$ cat src/rtl/alu_muldiv_sequencer_if.sv
// ---------------------------------------------------------------------------
// alu_muldiv_sequencer_if
//
// Bundle of the request/response handshake and the shared-ALU drive/readback
// signals of alu_muldiv_sequencer.
//
//   slave  modport : the sequencer itself
//   master modport : the execute stage / ALU side
//
// Signals (BUS_WIDTH = operand/result width):
//   i_start        request, accepted only while the sequencer is idle
//   i_op           00 MUL (low word), 01 DIVU, 10 REMU, 11 reserved
//   i_operand_a    multiplicand / dividend
//   i_operand_b    multiplier / divisor
//   o_alu_src_a    ALU operand A drive
//   o_alu_src_b    ALU operand B drive
//   o_alu_control  ALU operation (000 ADD, 001 SUB)
//   i_alu_result   combinational ALU result
//   o_busy         high from the cycle after accept through the done cycle
//   o_done         one-cycle pulse, result valid
//   o_result       registered result
//   o_div_by_zero  divisor was zero for DIVU/REMU
// ---------------------------------------------------------------------------
interface alu_muldiv_sequencer_if #(
  parameter int BUS_WIDTH = 32
) ();

  logic                 i_start;
  logic [1:0]           i_op;
  logic [BUS_WIDTH-1:0] i_operand_a;
  logic [BUS_WIDTH-1:0] i_operand_b;
  logic [BUS_WIDTH-1:0] o_alu_src_a;
  logic [BUS_WIDTH-1:0] o_alu_src_b;
  logic [2:0]           o_alu_control;
  logic [BUS_WIDTH-1:0] i_alu_result;
  logic                 o_busy;
  logic                 o_done;
  logic [BUS_WIDTH-1:0] o_result;
  logic                 o_div_by_zero;

  modport slave (
    input  i_start,
    input  i_op,
    input  i_operand_a,
    input  i_operand_b,
    input  i_alu_result,
    output o_alu_src_a,
    output o_alu_src_b,
    output o_alu_control,
    output o_busy,
    output o_done,
    output o_result,
    output o_div_by_zero
  );

  modport master (
    output i_start,
    output i_op,
    output i_operand_a,
    output i_operand_b,
    output i_alu_result,
    input  o_alu_src_a,
    input  o_alu_src_b,
    input  o_alu_control,
    input  o_busy,
    input  o_done,
    input  o_result,
    input  o_div_by_zero
  );

endinterface : alu_muldiv_sequencer_if

$ cat src/rtl/alu_muldiv_sequencer.sv
// ---------------------------------------------------------------------------
// alu_muldiv_sequencer
//
// Multi-cycle unsigned MUL (low word), DIVU and REMU built on the core's
// shared ALU: one ADD (shift-add multiply) or one SUB (restoring divide) per
// clock, BUS_WIDTH steps per operation. Idle -> ALU drive is all zeros.
//
// Ports:
//   i_clk    rising-edge clock
//   i_rst_n  synchronous active-low reset
//   bus      alu_muldiv_sequencer_if.slave (handshake, operands, ALU drive,
//            result); BUS_WIDTH must match the interface instance.
//
// Timing (accept in cycle T):
//   normal : RUN T+1..T+BUS_WIDTH, DONE T+BUS_WIDTH+1, IDLE T+BUS_WIDTH+2
//   fast   : divisor 0 or reserved op -> DONE T+1, IDLE T+2
// ---------------------------------------------------------------------------
module alu_muldiv_sequencer #(
  parameter int BUS_WIDTH = 32
) (
  input logic                   i_clk,
  input logic                   i_rst_n,
  alu_muldiv_sequencer_if.slave bus
);

  localparam int CNT_W = $clog2(BUS_WIDTH);
  localparam logic [CNT_W-1:0] LAST_STEP = CNT_W'(BUS_WIDTH - 1);
  localparam logic [2:0] ALU_ADD = 3'b000;
  localparam logic [2:0] ALU_SUB = 3'b001;

  typedef enum logic [1:0] {
    S_IDLE = 2'b00,
    S_RUN  = 2'b01,
    S_DONE = 2'b10
  } state_e;

  typedef enum logic [1:0] {
    OP_MUL  = 2'b00,
    OP_DIVU = 2'b01,
    OP_REMU = 2'b10,
    OP_RSVD = 2'b11
  } op_e;

  // Working registers are shared between the two algorithms:
  //   acc_q : MUL accumulator        / DIV partial remainder
  //   sh_q  : MUL shifting multiplicand / DIV dividend-in, quotient-out
  //   opb_q : MUL shifting multiplier   / DIV divisor (static)
  state_e               state_q,  state_d;
  op_e                  op_q,     op_d;
  logic [CNT_W-1:0]     cnt_q,    cnt_d;
  logic [BUS_WIDTH-1:0] acc_q,    acc_d;
  logic [BUS_WIDTH-1:0] sh_q,     sh_d;
  logic [BUS_WIDTH-1:0] opb_q,    opb_d;
  logic [BUS_WIDTH-1:0] result_q, result_d;
  logic                 dbz_q,    dbz_d;

  logic [BUS_WIDTH-1:0] alu_src_a;
  logic [BUS_WIDTH-1:0] alu_src_b;
  logic [2:0]           alu_control;

  // Restoring-divide step. The bit shifted out of the remainder (carry)
  // means the true partial is >= 2^BUS_WIDTH, which always exceeds the
  // divisor; the ALU's wrapped difference is then still the correct
  // remainder because it is smaller than the divisor.
  logic                 div_carry;
  logic [BUS_WIDTH-1:0] div_partial;
  logic                 div_ok;

  always_comb begin
    div_carry   = acc_q[BUS_WIDTH-1];
    div_partial = {acc_q[BUS_WIDTH-2:0], sh_q[BUS_WIDTH-1]};
    div_ok      = div_carry | (div_partial >= opb_q);
  end

  // -------------------------------------------------------------------------
  // Next-state / datapath
  // -------------------------------------------------------------------------
  always_comb begin
    // NOTE: every signal gets a default before the case so no path leaves it
    // unassigned; a missing default here would infer a latch.
    state_d     = state_q;
    op_d        = op_q;
    cnt_d       = cnt_q;
    acc_d       = acc_q;
    sh_d        = sh_q;
    opb_d       = opb_q;
    result_d    = result_q;
    dbz_d       = dbz_q;
    alu_src_a   = '0;
    alu_src_b   = '0;
    alu_control = ALU_ADD;

    unique case (state_q)
      S_IDLE: begin
        if (bus.i_start) begin
          op_d  = op_e'(bus.i_op);
          cnt_d = '0;
          acc_d = '0;
          sh_d  = bus.i_operand_a;
          opb_d = bus.i_operand_b;
          unique case (op_e'(bus.i_op))
            OP_DIVU, OP_REMU: begin
              if (bus.i_operand_b == '0) begin
                // Divide by zero resolves immediately: quotient all-ones,
                // remainder equals the dividend.
                state_d  = S_DONE;
                result_d = (op_e'(bus.i_op) == OP_DIVU) ? '1 : bus.i_operand_a;
                dbz_d    = 1'b1;
              end else begin
                state_d = S_RUN;
              end
            end
            OP_RSVD: begin
              state_d  = S_DONE;
              result_d = '0;
              dbz_d    = 1'b0;
            end
            default: begin
              state_d = S_RUN;
            end
          endcase
        end
      end

      S_RUN: begin
        if (op_q == OP_MUL) begin
          alu_src_a   = acc_q;
          alu_src_b   = sh_q;
          alu_control = ALU_ADD;
          if (opb_q[0]) begin
            acc_d = bus.i_alu_result;
          end
          sh_d  = sh_q << 1;
          opb_d = opb_q >> 1;
        end else begin
          alu_src_a   = div_partial;
          alu_src_b   = opb_q;
          alu_control = ALU_SUB;
          acc_d       = div_ok ? bus.i_alu_result : div_partial;
          sh_d        = {sh_q[BUS_WIDTH-2:0], div_ok};
        end

        cnt_d = cnt_q + CNT_W'(1);
        if (cnt_q == LAST_STEP) begin
          // Capture from the final step's next values so the result is
          // ready in the DONE cycle without an extra register stage.
          state_d  = S_DONE;
          dbz_d    = 1'b0;
          result_d = (op_q == OP_DIVU) ? sh_d : acc_d;
        end
      end

      S_DONE: begin
        state_d = S_IDLE;
      end

      default: begin
        state_d = S_IDLE;
      end
    endcase
  end

  // -------------------------------------------------------------------------
  // State register (synchronous reset)
  // -------------------------------------------------------------------------
  always_ff @(posedge i_clk) begin
    // NOTE: non-blocking assignments so every flop samples pre-edge values
    // regardless of statement order.
    if (!i_rst_n) begin
      state_q  <= S_IDLE;
      op_q     <= OP_MUL;
      cnt_q    <= '0;
      acc_q    <= '0;
      sh_q     <= '0;
      opb_q    <= '0;
      result_q <= '0;
      dbz_q    <= 1'b0;
    end else begin
      state_q  <= state_d;
      op_q     <= op_d;
      cnt_q    <= cnt_d;
      acc_q    <= acc_d;
      sh_q     <= sh_d;
      opb_q    <= opb_d;
      result_q <= result_d;
      dbz_q    <= dbz_d;
    end
  end

  // -------------------------------------------------------------------------
  // Outputs
  // -------------------------------------------------------------------------
  always_comb begin
    bus.o_alu_src_a   = alu_src_a;
    bus.o_alu_src_b   = alu_src_b;
    bus.o_alu_control = alu_control;
    bus.o_busy        = (state_q != S_IDLE);
    bus.o_done        = (state_q == S_DONE);
    bus.o_result      = result_q;
    bus.o_div_by_zero = dbz_q;
  end

endmodule : alu_muldiv_sequencer

$ cat src/flat_wrapper.sv
// flat-port wrapper written by rule: the top's interface ports become plain ports
module alu_muldiv_sequencer_flat 
#(
  parameter int BUS_WIDTH = 32
)
  (i_clk, i_rst_n, bus_i_start, bus_i_op, bus_i_operand_a, bus_i_operand_b, bus_i_alu_result, bus_o_alu_src_a, bus_o_alu_src_b, bus_o_alu_control, bus_o_busy, bus_o_done, bus_o_result, bus_o_div_by_zero);
  alu_muldiv_sequencer_if #(.BUS_WIDTH(BUS_WIDTH)) bus_i ();
  input logic i_clk;
  input logic i_rst_n;
  input wire logic [$bits(bus_i.i_start)-1:0] bus_i_start;
  input wire logic [$bits(bus_i.i_op)-1:0] bus_i_op;
  input wire logic [$bits(bus_i.i_operand_a)-1:0] bus_i_operand_a;
  input wire logic [$bits(bus_i.i_operand_b)-1:0] bus_i_operand_b;
  input wire logic [$bits(bus_i.i_alu_result)-1:0] bus_i_alu_result;
  output wire logic [$bits(bus_i.o_alu_src_a)-1:0] bus_o_alu_src_a;
  output wire logic [$bits(bus_i.o_alu_src_b)-1:0] bus_o_alu_src_b;
  output wire logic [$bits(bus_i.o_alu_control)-1:0] bus_o_alu_control;
  output wire logic [$bits(bus_i.o_busy)-1:0] bus_o_busy;
  output wire logic [$bits(bus_i.o_done)-1:0] bus_o_done;
  output wire logic [$bits(bus_i.o_result)-1:0] bus_o_result;
  output wire logic [$bits(bus_i.o_div_by_zero)-1:0] bus_o_div_by_zero;
  assign bus_i.i_start = bus_i_start;
  assign bus_i.i_op = bus_i_op;
  assign bus_i.i_operand_a = bus_i_operand_a;
  assign bus_i.i_operand_b = bus_i_operand_b;
  assign bus_i.i_alu_result = bus_i_alu_result;
  assign bus_o_alu_src_a = bus_i.o_alu_src_a;
  assign bus_o_alu_src_b = bus_i.o_alu_src_b;
  assign bus_o_alu_control = bus_i.o_alu_control;
  assign bus_o_busy = bus_i.o_busy;
  assign bus_o_done = bus_i.o_done;
  assign bus_o_result = bus_i.o_result;
  assign bus_o_div_by_zero = bus_i.o_div_by_zero;
  alu_muldiv_sequencer #(.BUS_WIDTH(BUS_WIDTH)) u_core (.i_clk(i_clk), .i_rst_n(i_rst_n), .bus(bus_i));
endmodule
$ cat config.mk
export PLATFORM = sky130hd
export DESIGN_NAME = alu_muldiv_sequencer_flat
export DESIGN_NICKNAME = d
export VERILOG_FILES = /design/src/rtl/alu_muldiv_sequencer_if.sv /design/src/rtl/alu_muldiv_sequencer.sv /design/src/flat_wrapper.sv
export SDC_FILE = /design/constraint.sdc
export NUM_CORES = 1
export LEC_CHECK = 0
export CORE_MARGIN = 5
export CORE_UTILIZATION = 26
export CTS_CLUSTER_SIZE = 14
export DETAILED_ROUTE_END_ITERATION = 10
export GPL_TIMING_DRIVEN = 0
export HOLD_SLACK_MARGIN = 0.06
export PLACE_DENSITY = 0.47
export SLEW_MARGIN = 30
export SYNTH_ARGS = -nofsm -noshare
export SYNTH_HDL_FRONTEND = slang
export SYNTH_SLANG_ARGS = --single-unit
$ cat constraint.sdc
create_clock -name i_clk -period 3 [get_ports i_clk]
set_input_delay 0.6 -clock i_clk [delete_from_list [all_inputs] [get_ports i_clk]]
set_output_delay 0.6 -clock i_clk [all_outputs]
set_load 0.005 [all_outputs]
* After elaboration in Yosys (flattened, before gate mapping) *
Index checks and enable logic that the tools add are counted.

word-level totals
  register bits = 138
  bits of input ports = 101
  output and inout bits = 102
  logic and storage cells = 70

cells by class
  add/sub/neg operators = 1
  order comparisons = 1
  eq/ne operators = 12
  multiplexer cells = 36
  bitwise operators = 1
  reduce and logical (&&, ||, !) cells = 11

operators by type and width
  cell                                                   number
  2-to-1 mux 32 bit                                      16
  one-hot mux 32 bit (2 select lines)                    5
  greater-or-equal comparator 32 bit                     1
  logical NOT 32 bit                                     1
  one-hot mux 5 bit (2 select lines)                     1
  one-hot mux 2 bit (2 select lines)                     2
  == test 2 x 1 -> 1 bit, second input constant          3
  == test 2 bit, second input constant                   3
  2-to-1 mux 2 bit                                       3
  AND reduction 2 bit                                    3
  adder 5 x 1 -> 5 bit, second input constant            1
  == test 5 bit, second input constant                   1
  2-to-1 mux 1 bit                                       5
  2-to-1 mux 5 bit                                       1
  AND reduction 5 bit                                    1
  logical NOT 2 bit                                      2
  inequality test 2 x 1 -> 1 bit, second input constant  2
  one-hot mux 1 bit (2 select lines)                     2
  nonzero test 2 bit                                     2
  2-to-1 mux 3 bit                                       1
  inequality test 3 x 2 -> 1 bit, second input constant  1
  inequality test 3 bit, second input constant           1
  AND reduction 3 bit                                    1
  inequality test 2 bit, second input constant           1
  other kinds (2)                                        2

* Depth between registers and ports, before layout *
  word-level depth = 7
  mapped depth = 10
  gate-level depth less buffers = 9

* Worst setup path before layout *
No wires, ideal clock.

  path kind = register to register
  from = register u_core.opb_q[25]
  to = register u_core.acc_q[1]
  setup time = 96 ps
  arrival time = 2366 ps
  data required time = 2904 ps
  path slack = 539 ps
  cell stages (with the launch flop) = 11
  path buffers = 1
  period minus slack after synthesis = 2461 ps
  path through = dfxtp_1 -> inv_1 -> ha_1 -> a21o_1 -> a221o_1 -> a221oi_2 -> o21ai_2 -> o31ai_4 -> buf_6 -> nor2_1 -> o41ai_2

between the ends
  word-level cells in the longest chain between the ends = 5

RTL lines
  what                                 line                         source
  start, declared                      alu_muldiv_sequencer.sv:53   logic [BUS_WIDTH-1:0] opb_q, opb_d;
  start signal, assigned               alu_muldiv_sequencer.sv:184  opb_q <= opb_d;
  greater-or-equal comparator 32 bit   alu_muldiv_sequencer.sv:72   div_ok = div_carry | (div_partial >= opb_q);
  bitwise OR 1 bit                     alu_muldiv_sequencer.sv:72
  2-to-1 mux 32 bit                    alu_muldiv_sequencer.sv:139  acc_d = div_ok ? bus.i_alu_result : div_partial;
  2-to-1 mux 32 bit                    alu_muldiv_sequencer.sv:126  if (op_q == OP_MUL) begin
  one-hot mux 32 bit (2 select lines)  alu_muldiv_sequencer.sv:93   unique case (state_q)
  end signal, assigned                 alu_muldiv_sequencer.sv:173  acc_q <= '0;
  end signal, assigned                 alu_muldiv_sequencer.sv:182  acc_q <= acc_d;
  end, declared                        alu_muldiv_sequencer.sv:51   logic [BUS_WIDTH-1:0] acc_q, acc_d;

No other way between the ends.
A chain may end at the register's enable or synchronous reset.

* Worst setup path in the final report *
  from = register u_core.op_q[1]
  to = output bus_o_alu_src_b[16]

between the ends
  word-level cells in the longest chain between the ends = 3

RTL lines
  what                    line                         source
  start, declared         alu_muldiv_sequencer.sv:49   op_e op_q, op_d;
  start signal, assigned  alu_muldiv_sequencer.sv:180  op_q <= op_d;
  logical NOT 2 bit       alu_muldiv_sequencer.sv:126
  2-to-1 mux 32 bit       alu_muldiv_sequencer.sv:126
  2-to-1 mux 32 bit       alu_muldiv_sequencer.sv:93
  end, declared           flat_wrapper.sv:16           output wire logic [$bits(bus_i.o_alu_src_b)-1:0] bus_o_alu_src_b;

No other way between the ends.

==> results.json <==
{
  "status": "finished clean",
  "synth-main-ff-cell": "dfxtp_1",
  "grt_pass1_vias": 9987,
  "slowest_delay_ps": 540,
  "synth_edf_count": 0,
  "ctsHoldBuffers": 0,
  "tns_ps": 0,
  "cts_buffers": 17,
  "clk_pin_slew_ps": 60,
  "r2r_slack_ps": 130,
  "finClkSkew_ps": 14.8,
  "grtUsageTotal_pct": 21.5,
  "drc": 0,
  "h-tree-depth": 4,
  "area_growth_pct": 40.1,
  "crit_family": "buffers and inverters",
  "final-seq-area_sq_mm": 0.00277,
  "synth_top_cell_by_area": "dfxtp_1",
  "ir_drop_uv": 404,
  "cap_viol_max_count": 0,
  "hp-start": "u_core.sh_q[18]$_SDFFE_PN0P_",
  "nNetsFinal": 1553,
  "synthTopCellsByArea": "dfxtp_1 (32%), nand2_1 (11%), nor2_1 (9.0%)",
  "setup_violations": 0,
  "finalMaxSlewViolations": 0,
  "final_util_pct": 36.6,
  "synth_cell_type_count": 53,
  "synth_top_cell_area_share_pct": 31.8,
  "power.total_mw": 6.57,
  "cp.arrival_ps": 2280,
  "startpoint_type": "flop",
  "cts_tree": "yes",
  "p_leak_nw": 4.54,
  "synthArstFlopShare_pct": 0,
  "cp.required_ps": 2400,
  "vias_per_cell": 5.29,
  "path_max_fanout": 10,
  "netlist_area_sq_mm": 0.00870,
  "pin_count": 203,
  "dr_total_vias": 9915,
  "path_class": "flop to output pin",
  "drtIter0Drc": 805,
  "fin_crit_sh_pct": 95.9,
  "grt-ovfl-total": 0,
  "critPathSlowestCell": "clkdlybuf4s50_1",
  "firstDrtPassIters": 5,
  "yosys_warnings": 0,
  "hold_end": "u_core.sh_q[19]$_SDFFE_PN0P_",
  "placementRows": 67,
  "grt_pass1_wl_microns": 60200,
  "antenna_found_initial": 0,
  "layout_min_cycle_time_ps": 2880,
  "min_path_type": "flop to flop",
  "rr_endpoint": "u_core.acc_q[1]$_SDFFE_PN0P_",
  "tightest_slew_ps": 863,
  "antenna-diode-count": 0,
  "wire_per_inst_microns": 21.7,
  "crit_chain": "nor2_4 > clkbuf_8 > buf_2 > nand2_1 > a21oi_2 > clkdlybuf4s50_1",
  "syn_area_per_cell_sq_um": 7.26,
  "slew_headroom_pct": 42.5,
  "die_y_microns": 193,
  "final_layout_size_suffix_gt1_share_pct": 10.5,
  "drt-total-wl_microns": 40700,
  "clkLatencyLatePin_ps": 440,
  "end_kind": "output pin",
  "worstRegToRegCells": 10,
  "path_buf_inv": 3,
  "synthCells": 1197,
  "hold_depth": 2,
  "cts-root-buf": "clkbuf_16",
  "startpoint": "u_core.op_q[1]$_SDFFE_PN0P_",
  "synth_most_common_cell": "nand2_1",
  "grt_max_degree": 17,
  "synth-seq-cells": 138,
  "clockBufferDepth": 2,
  "multi_input_area_sq_mm": 0.00555,
  "clock-sinks": 138,
  "max_freq_ghz": 0.348,
  "r2r-start": "u_core.acc_q[26]$_SDFFE_PN0P_",
  "hold_viol": 0,
  "dp_hpwl_microns": 32200,
  "fp.dieW_microns": 193,
  "hold_slack_ps": 513,
  "fp.dieArea_sq_mm": 0.0372,
  "synth.top_cells.by_count": "nand2_1 (261), nor2_1 (208), dfxtp_1 (138)",
  "io_buffers": 199,
  "rsz0062_at_grt": "no",
  "p_per_area_mw_per_mm2": 539,
  "ant_nets": 0,
  "fillCellCount": 3623,
  "fp.coreArea_sq_mm": 0.0333,
  "initial_core_util_pct": 26.1,
  "gp_routability_congestion": 0.877,
  "ys_seq_area_share_pct": 31.8
}
==> layout by cell type, fill, tap and decap left out, types with 27 or more instances in the layout <==
master	n
clkbuf_1	58
o41ai_2	30
a22o_1	31
o211ai_1	62
a311oi_1	30
ha_1	36
nand2_1	261
o31ai_1	32
o21ai_0	39
a21oi_1	49
a21oi_2	27
dfxtp_1	134
clkdlybuf4s50_1	198
inv_1	37
nor2_1	207
o221ai_1	31
==> cell families (layout without fill, tap and decap cells) <==
logic type                 count (synthesis)  in the layout  share of synthesized area (%)
buffers and inverters                    141            371                           6.46
DFF                                      138            138                           31.8
AOI/OAI and AO/OA                        364            364                           32.7
xor gates and xnor gates                   2              2                          0.201
adders and majority gates                 36             36                           5.18
muxes                                      2              2                          0.230
other                                      1              2                         0.0431
and+or+nand+nor                          513            513                           23.4
==> metal layers <==
layer | routed length, microns | track usage, %
met5 | 0 | 0
met3 | 2440 | 3.60
met4 | 1400 | 8.50
met2 | 18600 | 34.8
met1 | 18200 | 28.5
==> sequential cells by signal (all words and copies together), names as in the netlist <==
register	flops
u_core.acc_q	32
u_core.bus.o_result	32
u_core.cnt_q	5
u_core.state_q	2
u_core.op_q	2
u_core.sh_q	32
u_core.opb_q	32
u_core.bus.o_div_by_zero	1
==> per-stage QoR <==
stage / area (sq um) / instances / setup WS (ps)
floorplan: 8700 / 1198 / 539
global placement: 11300 / 1845 / -732
detailed placement: 11300 / 1845 / -685
CTS: 12100 / 1877 / 8.58
global route: 12200 / 1876 / 4.40
finish: 12200 / 1876 / 122
==> worst register-to-register path: stages (launching register included) <==
cell and delay [ps]:
dfxtp_1 480, ha_1 300, and2_0 190, a221o_1 350, a221oi_4 360, o21ai_2 150
o31ai_4 230, buf_12 160, buf_6 170, nor2_1 90, o41ai_2 300
==> how the worst max path moves through the flow <==
stage	endpoint	slack, ps	depth (start not counted)
3_3_place_gp	bus_o_alu_src_a[2]	-730	8
2_1_floorplan	u_core.acc_q[1]$_SDFFE_PN0P_	540	10
5_1_grt	u_core.acc_q[22]$_SDFFE_PN0P_	4	11
6_report	bus_o_alu_src_b[16]	120	6
3_5_place_dp	bus_o_alu_src_a[2]	-690	8
4_1_cts	bus_o_alu_src_b[16]	9	6
==> power breakdown <==
part / switching, mW / internal [mW]
Sequential: 0.237 / 2.02
Combinational: 1.18 / 0.762
Clock: 0.948 / 1.41
==> area by class of cell <==
cell class | count | share of cell area (%)
flip-flops and latches | 138 | 22.7
multi-input cells | 919 | 45.5
repair buffers | 201 | 16.6
inverters | 38 | 1.17
plain buffers | 101 | 4.16
well taps | 448 | 4.60
clock inverters | 14 | 1.73
clock buffers | 17 | 3.49
==> what timing repair did <==
action                                  in CTS  in global routing
resized for setup                           73                 36
setup buffers                                2                  0
endpoints found under the setup margin     126                124
pin swaps                                    1                  4
No activity file was read; power rests on OpenSTA's default activity.
